--- config.mk ---
export PLATFORM = sky130hd
export DESIGN_NAME = ex_muldiv_unit_flat
export DESIGN_NICKNAME = d
export VERILOG_FILES = /design/src/rtl/ex_muldiv_unit_pkg.sv /design/src/rtl/ex_muldiv_unit_if.sv /design/src/rtl/muldiv_iter_step.sv /design/src/rtl/ex_muldiv_unit.sv /design/src/flat_wrapper.sv
export SDC_FILE = /design/constraint.sdc
export NUM_CORES = 1
export LEC_CHECK = 0
export CAP_MARGIN = 20
export CORE_MARGIN = 3
export CORE_UTILIZATION = 32
export CTS_CLUSTER_SIZE = 12
export DETAILED_ROUTE_END_ITERATION = 16
export PLACE_DENSITY_LB_ADDON = 0.08
export SYNTH_ARGS = -nofsm -noshare
export SYNTH_HDL_FRONTEND = slang
export SYNTH_SLANG_ARGS = --single-unit
--- constraint.sdc ---
create_clock -name clk -period 6 [get_ports clk]
set_input_delay 1.8 -clock clk [delete_from_list [all_inputs] [get_ports clk]]
set_output_delay 1.8 -clock clk [all_outputs]
set_load 0.02 [all_outputs]
--- src/rtl/ex_muldiv_unit_pkg.sv ---
// Shared types and constants for the iterative RV32M multiply/divide unit.
package ex_muldiv_unit_pkg;

    localparam int unsigned XLEN       = 32;
    localparam int unsigned ACC_W      = 2 * XLEN;
    localparam int unsigned RD_W       = 5;
    localparam int unsigned ITER_COUNT = 32;
    localparam int unsigned CNT_W      = $clog2(ITER_COUNT);

    typedef enum logic [2:0] {
        OP_MUL    = 3'd0,
        OP_MULH   = 3'd1,
        OP_MULHSU = 3'd2,
        OP_MULHU  = 3'd3,
        OP_DIV    = 3'd4,
        OP_DIVU   = 3'd5,
        OP_REM    = 3'd6,
        OP_REMU   = 3'd7
    } muldiv_op_e;

    typedef enum logic [1:0] {
        ST_IDLE = 2'd0,
        ST_CALC = 2'd1,
        ST_DONE = 2'd2
    } state_e;

    function automatic logic op_is_div(input muldiv_op_e op);
        return (op == OP_DIV) || (op == OP_DIVU) || (op == OP_REM) || (op == OP_REMU);
    endfunction

    function automatic logic op_is_rem(input muldiv_op_e op);
        return (op == OP_REM) || (op == OP_REMU);
    endfunction

    function automatic logic op_signed_a(input muldiv_op_e op);
        return (op == OP_MULH) || (op == OP_MULHSU) || (op == OP_DIV) || (op == OP_REM);
    endfunction

    function automatic logic op_signed_b(input muldiv_op_e op);
        return (op == OP_MULH) || (op == OP_DIV) || (op == OP_REM);
    endfunction

endpackage

--- src/rtl/ex_muldiv_unit_if.sv ---
// ID/EX-side request and EX/MEM-side response bundle of the mul/div unit.
interface ex_muldiv_unit_if;
    import ex_muldiv_unit_pkg::*;

    logic               start;
    muldiv_op_e         op;
    logic [XLEN-1:0]    operand_a;
    logic [XLEN-1:0]    operand_b;
    logic [RD_W-1:0]    rd_in;
    logic               flush;
    logic [XLEN-1:0]    result;
    logic [RD_W-1:0]    rd_out;
    logic               done;
    logic               busy;
    logic               stall_req;

    modport master (
        output start, op, operand_a, operand_b, rd_in, flush,
        input  result, rd_out, done, busy, stall_req
    );

    modport slave (
        input  start, op, operand_a, operand_b, rd_in, flush,
        output result, rd_out, done, busy, stall_req
    );

endinterface

--- src/rtl/muldiv_iter_step.sv ---
// One shift-add multiply step or one restoring-divide step on a shared 64-bit accumulator.
module muldiv_iter_step
    import ex_muldiv_unit_pkg::*;
(
    input  logic             is_div_i,
    input  logic [ACC_W-1:0] acc_i,
    input  logic [XLEN-1:0]  operand_i,
    output logic [ACC_W-1:0] acc_o,
    output logic             q_bit_o
);

    logic [XLEN:0]   add_sum;
    logic [XLEN:0]   rem_sh;
    logic            q_bit;
    logic [XLEN-1:0] rem_new;

    always_comb begin
        // Multiply: acc = {partial product, remaining multiplier bits}
        add_sum = {1'b0, acc_i[ACC_W-1:XLEN]} + {1'b0, operand_i};

        // Divide: acc = {remainder, remaining dividend / quotient bits}
        rem_sh  = {acc_i[ACC_W-1:XLEN], acc_i[XLEN-1]};
        q_bit   = (rem_sh >= {1'b0, operand_i});
        rem_new = q_bit ? XLEN'(rem_sh - {1'b0, operand_i}) : rem_sh[XLEN-1:0];

        acc_o   = '0;
        q_bit_o = 1'b0;
        if (is_div_i) begin
            // Quotient bit is returned separately and merged into bit 0 by the caller
            acc_o   = {rem_new, acc_i[XLEN-2:0], 1'b0};
            q_bit_o = q_bit;
        end else if (acc_i[0]) begin
            acc_o = {add_sum, acc_i[XLEN-1:1]};
        end else begin
            acc_o = {1'b0, acc_i[ACC_W-1:XLEN], acc_i[XLEN-1:1]};
        end
    end

endmodule

--- src/rtl/ex_muldiv_unit.sv ---
// Iterative RV32M multiply/divide unit: 32-cycle shift-add / restoring divide with
// magnitude operands, final sign fixup, stall request while busy and a one-cycle done.
module ex_muldiv_unit
    import ex_muldiv_unit_pkg::*;
(
    input  logic              clk,
    input  logic              reset,
    ex_muldiv_unit_if.slave   bus
);

    state_e           state_q, state_d;
    muldiv_op_e       op_q, op_d;
    logic [RD_W-1:0]  rd_q, rd_d;
    logic [CNT_W-1:0] cnt_q, cnt_d;
    logic [ACC_W-1:0] acc_q, acc_d;
    logic [XLEN-1:0]  opnd_q, opnd_d;
    logic             neg_q, neg_d;
    logic [XLEN-1:0]  result_q, result_d;
    logic [RD_W-1:0]  rd_out_q, rd_out_d;
    logic             done_q, done_d;
    logic             busy_q, busy_d;

    logic             in_sa, in_sb;
    logic [XLEN-1:0]  abs_a, abs_b;
    logic             div_zero, div_ovf;
    logic             is_div_q;

    logic [ACC_W-1:0] step_acc;
    logic             step_q_bit;
    logic [ACC_W-1:0] step_full;
    logic [ACC_W-1:0] prod_fix;
    logic [XLEN-1:0]  div_sel, div_fix, mul_sel, final_res;

    assign is_div_q = op_is_div(op_q);

    muldiv_iter_step u_step (
        .is_div_i  (is_div_q),
        .acc_i     (acc_q),
        .operand_i (opnd_q),
        .acc_o     (step_acc),
        .q_bit_o   (step_q_bit)
    );

    // Operand magnitudes and short-circuit detection for the incoming instruction
    always_comb begin
        in_sa    = op_signed_a(bus.op) & bus.operand_a[XLEN-1];
        in_sb    = op_signed_b(bus.op) & bus.operand_b[XLEN-1];
        abs_a    = in_sa ? XLEN'(-bus.operand_a) : bus.operand_a;
        abs_b    = in_sb ? XLEN'(-bus.operand_b) : bus.operand_b;
        div_zero = op_is_div(bus.op) && (bus.operand_b == '0);
        div_ovf  = ((bus.op == OP_DIV) || (bus.op == OP_REM)) &&
                   (bus.operand_a == {1'b1, {(XLEN-1){1'b0}}}) &&
                   (bus.operand_b == '1);
    end

    // Final-iteration result with sign fixup applied
    always_comb begin
        step_full = {step_acc[ACC_W-1:1], step_acc[0] | step_q_bit};
        prod_fix  = neg_q ? ACC_W'(-step_full) : step_full;
        mul_sel   = (op_q == OP_MUL) ? prod_fix[XLEN-1:0] : prod_fix[ACC_W-1:XLEN];
        div_sel   = op_is_rem(op_q) ? step_full[ACC_W-1:XLEN] : step_full[XLEN-1:0];
        div_fix   = neg_q ? XLEN'(-div_sel) : div_sel;
        final_res = is_div_q ? div_fix : mul_sel;
    end

    always_comb begin
        state_d  = state_q;
        op_d     = op_q;
        rd_d     = rd_q;
        cnt_d    = cnt_q;
        acc_d    = acc_q;
        opnd_d   = opnd_q;
        neg_d    = neg_q;
        result_d = result_q;
        rd_out_d = rd_out_q;
        done_d   = 1'b0;

        unique case (state_q)
            ST_IDLE: begin
                if (bus.start && !bus.flush) begin
                    op_d = bus.op;
                    rd_d = bus.rd_in;
                    if (div_zero) begin
                        result_d = op_is_rem(bus.op) ? bus.operand_a : '1;
                        rd_out_d = bus.rd_in;
                        done_d   = 1'b1;
                        state_d  = ST_DONE;
                    end else if (div_ovf) begin
                        result_d = (bus.op == OP_DIV) ? {1'b1, {(XLEN-1){1'b0}}} : '0;
                        rd_out_d = bus.rd_in;
                        done_d   = 1'b1;
                        state_d  = ST_DONE;
                    end else begin
                        // Divide iterates on |a| / |b|; multiply adds |a| under the bits of |b|
                        acc_d   = {{XLEN{1'b0}}, op_is_div(bus.op) ? abs_a : abs_b};
                        opnd_d  = op_is_div(bus.op) ? abs_b : abs_a;
                        neg_d   = op_is_rem(bus.op) ? in_sa : (in_sa ^ in_sb);
                        cnt_d   = '0;
                        state_d = ST_CALC;
                    end
                end
            end
            ST_CALC: begin
                if (bus.flush) begin
                    state_d = ST_IDLE;
                end else begin
                    acc_d = step_full;
                    cnt_d = CNT_W'(cnt_q + 1'b1);
                    if (cnt_q == CNT_W'(ITER_COUNT - 1)) begin
                        result_d = final_res;
                        rd_out_d = rd_q;
                        done_d   = 1'b1;
                        state_d  = ST_DONE;
                    end
                end
            end
            ST_DONE: begin
                state_d = ST_IDLE;
            end
            default: begin
                state_d = ST_IDLE;
            end
        endcase

        busy_d = (state_d != ST_IDLE);
    end

    always_ff @(posedge clk or posedge reset) begin
        if (reset) begin
            state_q  <= ST_IDLE;
            op_q     <= OP_MUL;
            rd_q     <= '0;
            cnt_q    <= '0;
            acc_q    <= '0;
            opnd_q   <= '0;
            neg_q    <= 1'b0;
            result_q <= '0;
            rd_out_q <= '0;
            done_q   <= 1'b0;
            busy_q   <= 1'b0;
        end else begin
            state_q  <= state_d;
            op_q     <= op_d;
            rd_q     <= rd_d;
            cnt_q    <= cnt_d;
            acc_q    <= acc_d;
            opnd_q   <= opnd_d;
            neg_q    <= neg_d;
            result_q <= result_d;
            rd_out_q <= rd_out_d;
            done_q   <= done_d;
            busy_q   <= busy_d;
        end
    end

    // Stall must react in the same cycle the instruction appears in ID/EX
    assign bus.stall_req = ((state_q == ST_IDLE) && bus.start && !bus.flush) ||
                           (state_q == ST_CALC);
    assign bus.result    = result_q;
    assign bus.rd_out    = rd_out_q;
    assign bus.done      = done_q;
    assign bus.busy      = busy_q;

endmodule
--- src/flat_wrapper.sv ---
// flat-port wrapper written by rule: the top's interface ports become plain ports
module ex_muldiv_unit_flat import ex_muldiv_unit_pkg::*;
  (clk, reset, bus_start, bus_op, bus_operand_a, bus_operand_b, bus_rd_in, bus_flush, bus_result, bus_rd_out, bus_done, bus_busy, bus_stall_req);
  ex_muldiv_unit_if bus_i ();
  input  logic clk;
  input  logic reset;
  input wire logic [$bits(bus_i.start)-1:0] bus_start;
  input wire logic [$bits(bus_i.op)-1:0] bus_op;
  input wire logic [$bits(bus_i.operand_a)-1:0] bus_operand_a;
  input wire logic [$bits(bus_i.operand_b)-1:0] bus_operand_b;
  input wire logic [$bits(bus_i.rd_in)-1:0] bus_rd_in;
  input wire logic [$bits(bus_i.flush)-1:0] bus_flush;
  output wire logic [$bits(bus_i.result)-1:0] bus_result;
  output wire logic [$bits(bus_i.rd_out)-1:0] bus_rd_out;
  output wire logic [$bits(bus_i.done)-1:0] bus_done;
  output wire logic [$bits(bus_i.busy)-1:0] bus_busy;
  output wire logic [$bits(bus_i.stall_req)-1:0] bus_stall_req;
  assign bus_i.start = bus_start;
  assign bus_i.op = bus_op;
  assign bus_i.operand_a = bus_operand_a;
  assign bus_i.operand_b = bus_operand_b;
  assign bus_i.rd_in = bus_rd_in;
  assign bus_i.flush = bus_flush;
  assign bus_result = bus_i.result;
  assign bus_rd_out = bus_i.rd_out;
  assign bus_done = bus_i.done;
  assign bus_busy = bus_i.busy;
  assign bus_stall_req = bus_i.stall_req;
  ex_muldiv_unit u_core (.clk(clk), .reset(reset), .bus(bus_i));
endmodule
==> reports/results.tsv, run 1 <==
metric	value	unit
final setup fails	0	
sequential-to-total area share from yosys stat	21.26	%
r2r worst-path depth	21	
Die X	241.7	um
status	completed	
critical path required time	6330	ps
maximum clock rate	0.1774	GHz
die area	58420	um2
clk_skew	14.38	ps
leak pwr	8.396	nW
CP arrival	5970	ps
dpl hpwl	74070	um
power share of the clock group	11.1	%
final cycle utilization of the critical path	93.92	%
power per cell area	530.7	nW/um2
cell row count	85	
Worst Path Buf+Inv	4	
post-synth net total	2635	
Inserted Diodes	0	
warning count from the yosys run	0	
Tightest Pin Transition	1151	ps
setup TNS	0	ps
H-tree levels	4	
Final min period	5635	ps
Port-buffer cells	115	
NumNets Final	2744	
Sw Ratio	57.54	%
clk_lat worst skew	480	ps
Net Switching	6.387	mW
first-pass GRT wire length	134400	um
clk sink count	151	
critical path depth	21	
cell-by-cell trace of the critical path	inv_1 -> ha_1 -> inv_1 -> nor2_1 -> a211oi_1 -> o221a_2 -> a31o_2 -> ha_1 -> nand3_1 -> nor4_2 -> nand4_1 -> nor4_1 -> buf_4 -> o21ai_1 -> a2111oi_0 -> buf_4 -> and4_1 -> nand4_1 -> mux2i_1 -> o221ai_1 -> o2111ai_1	
final hold vios	0	
DR pass1 iterations	6	
mean post-synth cell area	7.151	um2
Post-CTS Setup Bufs	0	
Post-Synthesis Cells	2486	
Final Wtd Congestion	1.015	
synthesis-to-layout area growth	17.65	%
Fin Hold WS	474.2	ps
Synth Register Bits	151	
drc violations	0	
Vias/cell	6.226	
Top delay family on crit path	compound AO/OA/AOI/OAI gates	
critical path's largest stage delay	530	ps
DRT antenna net count	0	
Layout Cells excl Fill	3347	
register-to-register setup slack	360	ps
Max VDD drop	0.2297	mV
Min-Delay Path Class	register to register	
Routed WL	91480	um
critical path fanouts, max	6	
Final Util	38.49	%
crit path capture type	register	
total gr overflow	0	
Ports	116	
critical path launch point type	register	
Crit Path Class	register to register	
Yosys cell types	90	
Gate power share	73.8	%
vias in the first global route	19430	
Hold Path Depth	2	
max-slew violation count	0	
largest net degree at the start of global routing	99	
CTS tree	yes	
CP max stage cell	dfrtp_1	
Setup WS post-layout	364.5	ps
overall routing resource usage	30.47	%
Slew headroom	23.22	%
max-cap viol count	0	
Post-synth EDFFs	0	
Seq pwr share	15.1	%
Top FF cell, synth	dfrtp_1	
core box area	54350	um2
Async SR Flop Fraction	100.0	%
vias post-DR	20840	
Initial Utilization	32.71	%
die height	241.7	um
DRT iter0 DRCs	2499	
clock slew seen by the registers of the worst setup and hold paths	80	ps
Num CTS Buffers	17	
Mapped Area	17780	um2
Clock Path Buffers	2	
layout cell share with drive strength beyond 1	9.279	%
Post-Place Cells	3314	
internal power	4.713	mW
worst slack at placement	321.3	ps
unrepaired setup endpoints after global routing	false	
initial antenna violation count	4	
root buffer cell	clkbuf_16	
DR WL/cell	27.33	um
-- per-stage QoR --
step | power [mW] | area (um2)
after floorplan | 6.488 | 17780
after global placement | 9.613 | 20270
after detailed placement | 9.627 | 20270
after CTS | 10.89 | 20900
after global routing | 11.73 | 20920
final | 11.10 | 20920
-- layout by cell type, fill, tap and decap left out, types with 64 or more instances in the layout --
cell type,n
nand2_1,337
o21ai_0,238
nor2_1,221
a21oi_1,195
dfrtp_1,149
buf_4,132
clkdlybuf4s50_1,114
nand3_1,79
xnor2_1,77
inv_1,76
ha_1,71
nor3_1,68
xor2_1,64
-- flip-flops by register name, summed over array words and instances (netlist names) --
name	flops
u_core.acc_q	64
u_core.bus.result	32
u_core.opnd_q	32
u_core.bus.rd_out	5
u_core.cnt_q	5
u_core.rd_q	5
u_core.op_q	3
u_core.state_q	2
u_core.bus.busy	1
u_core.bus.done	1
u_core.neg_q	1
-- area by class of cell --
| type | instances | area, um2 |
|---|---|---|
| fill | 5719 | 33430 |
| multi-input combinational | 2096 | 13080 |
| sequential | 151 | 3784 |
| timing repair buffer | 251 | 2202 |
| tap | 739 | 924.6 |
| clock buffer | 21 | 470.5 |
| inverter | 78 | 297.8 |
| clock inverter | 11 | 160.2 |
-- power by group through the flow --
| stage | Clock (mW) | Combinational [mW] | Sequential [mW] |
|---|---|---|---|
| after floorplan | 0 | 5.01 | 1.48 |
| after CTS | 1.24 | 8.00 | 1.65 |
| after global placement | 0 | 7.94 | 1.67 |
| final | 1.23 | 8.20 | 1.67 |
| after detailed placement | 0 | 7.95 | 1.67 |
| after global routing | 1.28 | 8.74 | 1.70 |
-- kinds of logic (layout without fill, tap and decap cells) --
group / after synthesis / in the layout / share of synthesized area (%)
adder cells (fa/ha/maj): 73 / 73 / 5.222
buffers and inverters: 239 / 361 / 5.384
XOR/XNOR: 141 / 141 / 6.947
multiplexers: 74 / 74 / 4.272
flip-flops: 151 / 151 / 21.26
AND/OR/NAND/NOR: 939 / 939 / 24.79
AO/OA/AOI/OAI: 869 / 869 / 32.13
-- synth_stat cells, types with 15 or more instances --
library cell,instances,share of area [%]
or3_1,25,0.88
a31oi_1,46,1.6
or2_2,18,0.63
nor2_1,226,4.8
xor2_1,64,3.2
nand2b_1,18,0.63
buf_1,21,0.44
a21oi_1,196,5.5
o21ai_0,238,6.7
nand3_1,79,2.2
nand4_1,43,1.5
nor4_1,19,0.67
dfrtp_1,151,21
o31ai_1,39,1.6
xnor2_1,77,3.8
buf_2,27,0.76
o221ai_1,35,1.7
nor3_1,69,1.9
o21a_1,22,0.93
o41ai_1,15,0.74
ha_1,71,5.0
and2_1,15,0.53
o211ai_1,37,1.6
nand2_1,337,7.1
a21o_1,33,1.4
mux2i_1,59,3.3
clkbuf_1,108,2.3
and3_1,22,0.77
inv_1,77,1.6
a211oi_1,30,1.3
-- routing by layer --
metal  vias to the layer above  wire (um)  GRT usage [%]
met4                         2       4044          12.92
met2                      1005      39600          46.24
li1                       9471          -              -
met3                       132       8017          5.982
met1                     10230      39810          42.11
met5                         -         13              0
-- worst paths after layout --
check                             startpoint                     to
max in group asynchronous              reset         u_core.op_q[2]
setup reg to reg           u_core.opnd_q[25]  u_core.bus.result[22]
setup / recovery           u_core.opnd_q[25]  u_core.bus.result[22]
min in group asynchronous              reset        u_core.acc_q[0]
hold / removal                u_core.rd_q[2]         u_core.rd_q[2]
hold reg to reg               u_core.rd_q[2]         u_core.rd_q[2]
-- worst register-to-register path, stage by stage (launching register included) --
cell and delay (ps):
dfrtp_1 530, inv_1 250, ha_1 440, inv_1 190
nor2_1 90, a211oi_1 380, o221a_2 350, a31o_2 250
ha_1 240, nand3_1 160, nor4_2 290, nand4_1 150
nor4_1 270, buf_4 170, o21ai_1 120, a2111oi_0 450
buf_4 210, and4_1 230, nand4_1 130, mux2i_1 140
o221ai_1 290, o2111ai_1 160
-- what timing repair did --
item	CTS	global route
endpoints found under the hold margin	0	0
setup endpoints to repair	0	4
gates resized for setup	0	1
hold buffers	0	0
No activity file was read; power rests on OpenSTA's default activity.
==> run 2, diff against run 1 <==
--- a/config.mk
+++ b/config.mk
@@ -11,6 +11,7 @@
 export CTS_CLUSTER_SIZE = 12
 export DETAILED_ROUTE_END_ITERATION = 16
 export PLACE_DENSITY_LB_ADDON = 0.08
+export SETUP_SLACK_MARGIN = 0.15
 export SYNTH_ARGS = -nofsm -noshare
 export SYNTH_HDL_FRONTEND = slang
 export SYNTH_SLANG_ARGS = --single-unit
==> constraint.sdc (replaced) <==
create_clock -name clk -period 6 [get_ports clk]
set_input_delay 1.8 -clock clk [delete_from_list [all_inputs] [get_ports clk]]
set_output_delay 1.8 -clock clk [all_outputs]
set_load 0.1 [all_outputs]
==> run 2 against run 1 <==
Against the previous run: clock power increased by 5%; total power increased by 0.12%; setup slack improved by 120 ps; global-route usage increased by 0.23 points; critical path type unchanged; first-iteration DRC count decreased by 2.6%; count of clock-buffer cells in the layout decreased by 4; via count decreased by 1.8%; hold slack improved by 5.3 ps; critical endpoint is now u_core.bus.result[18].
==> reports/results.tsv, run 2 (synthesis gave the netlist of run 1 again) <==
metric	value	unit	change
initial antenna violation count	6		was 4
Crit Path Class	register to register		unchanged
most used cell, CP	buf_4		
Final min period	5520	ps	was 5635 ps
routed length on met2	40470	um	was 39600 um
Clock Path Buffers	2		unchanged
clk_lat worst skew	500	ps	was 480 ps
clk_skew	20.27	ps	was 14.38 ps
crit path capture type	register		unchanged
largest net degree at the start of global routing	152		was 99
Post-CTS Setup Bufs	0		unchanged
Initial Utilization	32.71	%	unchanged
Slew headroom	26.75	%	was 23.22%
dpl hpwl	74300	um	was 74070 um
Die X	241.7	um	unchanged
cell row count	85		unchanged
final cycle utilization of the critical path	92.00	%	was 93.92%
maximum clock rate	0.1812	GHz	was 0.1774 GHz
CTS tree	yes		unchanged
leak pwr	8.417	nW	was 8.396 nW
overall routing resource usage	30.69	%	was 30.47%
Hold Path Origin	u_core.rd_q[4]		was u_core.rd_q[2]
final hold vios	0		unchanged
Max VDD drop	0.2871	mV	was 0.2297 mV
unrepaired setup endpoints after global routing	false		unchanged
cell-by-cell trace of the critical path	inv_1 -> ha_1 -> nand4b_1 -> nor4_1 -> buf_4 -> o311ai_4 -> buf_12 -> nand2_1 -> mux2i_1 -> nand2_1 -> o21ai_0 -> ha_1 -> inv_1 -> or4_1 -> buf_4 -> o41ai_1 -> buf_4 -> xnor2_1 -> a21oi_1 -> o21ai_1		was inv_1 -> ha_1 -> inv_1 -> nor2_1 -> a211oi_1 -> o221a_2 -> a31o_2 -> ha_1 -> nand3_1 -> nor4_2 -> nand4_1 -> nor4_1 -> buf_4 -> o21ai_1 -> a2111oi_0 -> buf_4 -> and4_1 -> nand4_1 -> mux2i_1 -> o221ai_1 -> o2111ai_1
DR WL/cell	27.53	um	was 27.33 um
critical path's largest stage delay	590	ps	was 530 ps
DR pass1 iterations	6		unchanged
commonest cells after routing, fill and taps aside	nand2_1 (337), o21ai_0 (238), nor2_1 (221)		unchanged
post-route cell area	20970	um2	was 20920 um2
critical path required time	6390	ps	was 6330 ps
first-pass GRT wire length	133900	um	was 134400 um
clock slew seen by the registers of the worst setup and hold paths	70	ps	was 80 ps
dpl cell area	20300	um2	was 20270 um2
DRT iter0 DRCs	2434		was 2499
DRT antenna net count	0		unchanged
CTS-repair resized insts	0		unchanged
NumNets Final	2738		was 2744
die height	241.7	um	unchanged
critical path fanouts, max	27		was 6
met1 wire length	40610	um	was 39810 um
layout cell share with drive strength beyond 1	9.185	%	was 9.279%
Port-buffer cells	115		unchanged
commonest non-fill, non-tap cell in the layout	nand2_1		unchanged
vias post-DR	20470		was 20840
Routed WL	91970	um	was 91480 um
Hold Buf Count CTS	0		unchanged
vias in the first global route	19180		was 19430
root buffer cell	clkbuf_16		unchanged
Biggest register	u_core.acc_q		unchanged
status	completed		unchanged
Largest register FFs	64		unchanged
Num CTS Buffers	17		unchanged
Max Used Layer	met4		was met5
Worst Path Buf+Inv	6		was 4
Ports	116		unchanged
critical path launch point type	register		unchanged
setup TNS	0	ps	unchanged
total gr overflow	0		unchanged
power per cell area	529.9	nW/um2	was 530.7 nW/um2
core box area	54350	um2	unchanged
synthesis-to-layout area growth	17.98	%	was 17.65%
drc violations	0		unchanged
clk sink count	151		unchanged
Min-Delay Path Class	register to register		unchanged
Worst setup startpoint	u_core.opnd_q[29]		was u_core.opnd_q[25]
H-tree levels	4		unchanged
met3 WL	6605	um	was 8017 um
CP arrival	5910	ps	was 5970 ps
max-slew violation count	0		unchanged
Vias/cell	6.126		was 6.226
max-cap viol count	0		unchanged
register-to-register setup slack	480	ps	was 360 ps
CP max stage cell	or4_1		was dfrtp_1
die area	58420	um2	unchanged
Top delay family on crit path	simple AND/OR/NAND/NOR gates		was compound AO/OA/AOI/OAI gates
Tightest Pin Transition	1091	ps	was 1151 ps
worst r2r src	u_core.opnd_q[29]		was u_core.opnd_q[25]
filler instances	5760		was 5719
final setup fails	0		unchanged
Inserted Diodes	0		unchanged
Final Wtd Congestion	0.9879		was 1.015
power after layout	11.11	mW	was 11.10 mW
## run 2: cell count changes in the layout (fill, tap and decap cells not counted), sizes merged
| cell | before | now |
|---|---|---|
| buf | 137 | 132 |
| clkinvlp | 2 | 1 |
| clkbuf | 21 | 17 |
| clkinv | 2 | 6 |
| bufinv | 3 | 4 |
| clkdlybuf4s50 | 114 | 113 |
## run 2: final timing paths
path,to,cells past startpoint
hold / removal,u_core.rd_q[4],2
min in group asynchronous,u_core.bus.result[0],3
hold reg to reg,u_core.rd_q[4],2
setup / recovery,u_core.bus.result[18],20
setup reg to reg,u_core.bus.result[18],20
max in group asynchronous,u_core.opnd_q[12],3
## run 2: metal layers
layer  up-vias  track usage [%]
li1       9448                -
met1      9969            41.71
met2       902            47.67
met3       148            5.605
met4         0            13.22
met5         -                0
## run 2: cell type report
cell class | instances | area, um2 | area share [%]
timing repair buffer | 245 | 2222 | 10.60
clock inverter | 15 | 237.7 | 1.134
multi-input combinational | 2096 | 13080 | 62.38
tap | 739 | 924.6 | 4.409
clock buffer | 17 | 425.4 | 2.028
inverter | 78 | 296.5 | 1.414
sequential | 151 | 3784 | 18.04
## run 2: power by group
group          internal [mW]  leakage [nW]  switching (mW)
Clock                  0.716         0.325           0.570
Combinational           2.72          6.12            5.46
Sequential              1.25          1.97           0.401
## run 2: worst min-delay path: cells and delay by family (launching register included)
kind / cells / cell delay [ps]
and+or+nand+nor: 2 / 100
DFF: 1 / 350
## run 2: per-stage QoR
step	worst slack (ps)	instances	util [%]	hold WS, ps
final	480.1	3341	38.59	479.4
after global routing	203.5	3341	38.59	504.5
after CTS	329.4	3341	38.57	481.1
after detailed placement	143.3	3309	37.35	462.1
after global placement	172.9	3309	37.35	459.4
after floorplan	758.6	2486	-	445.5
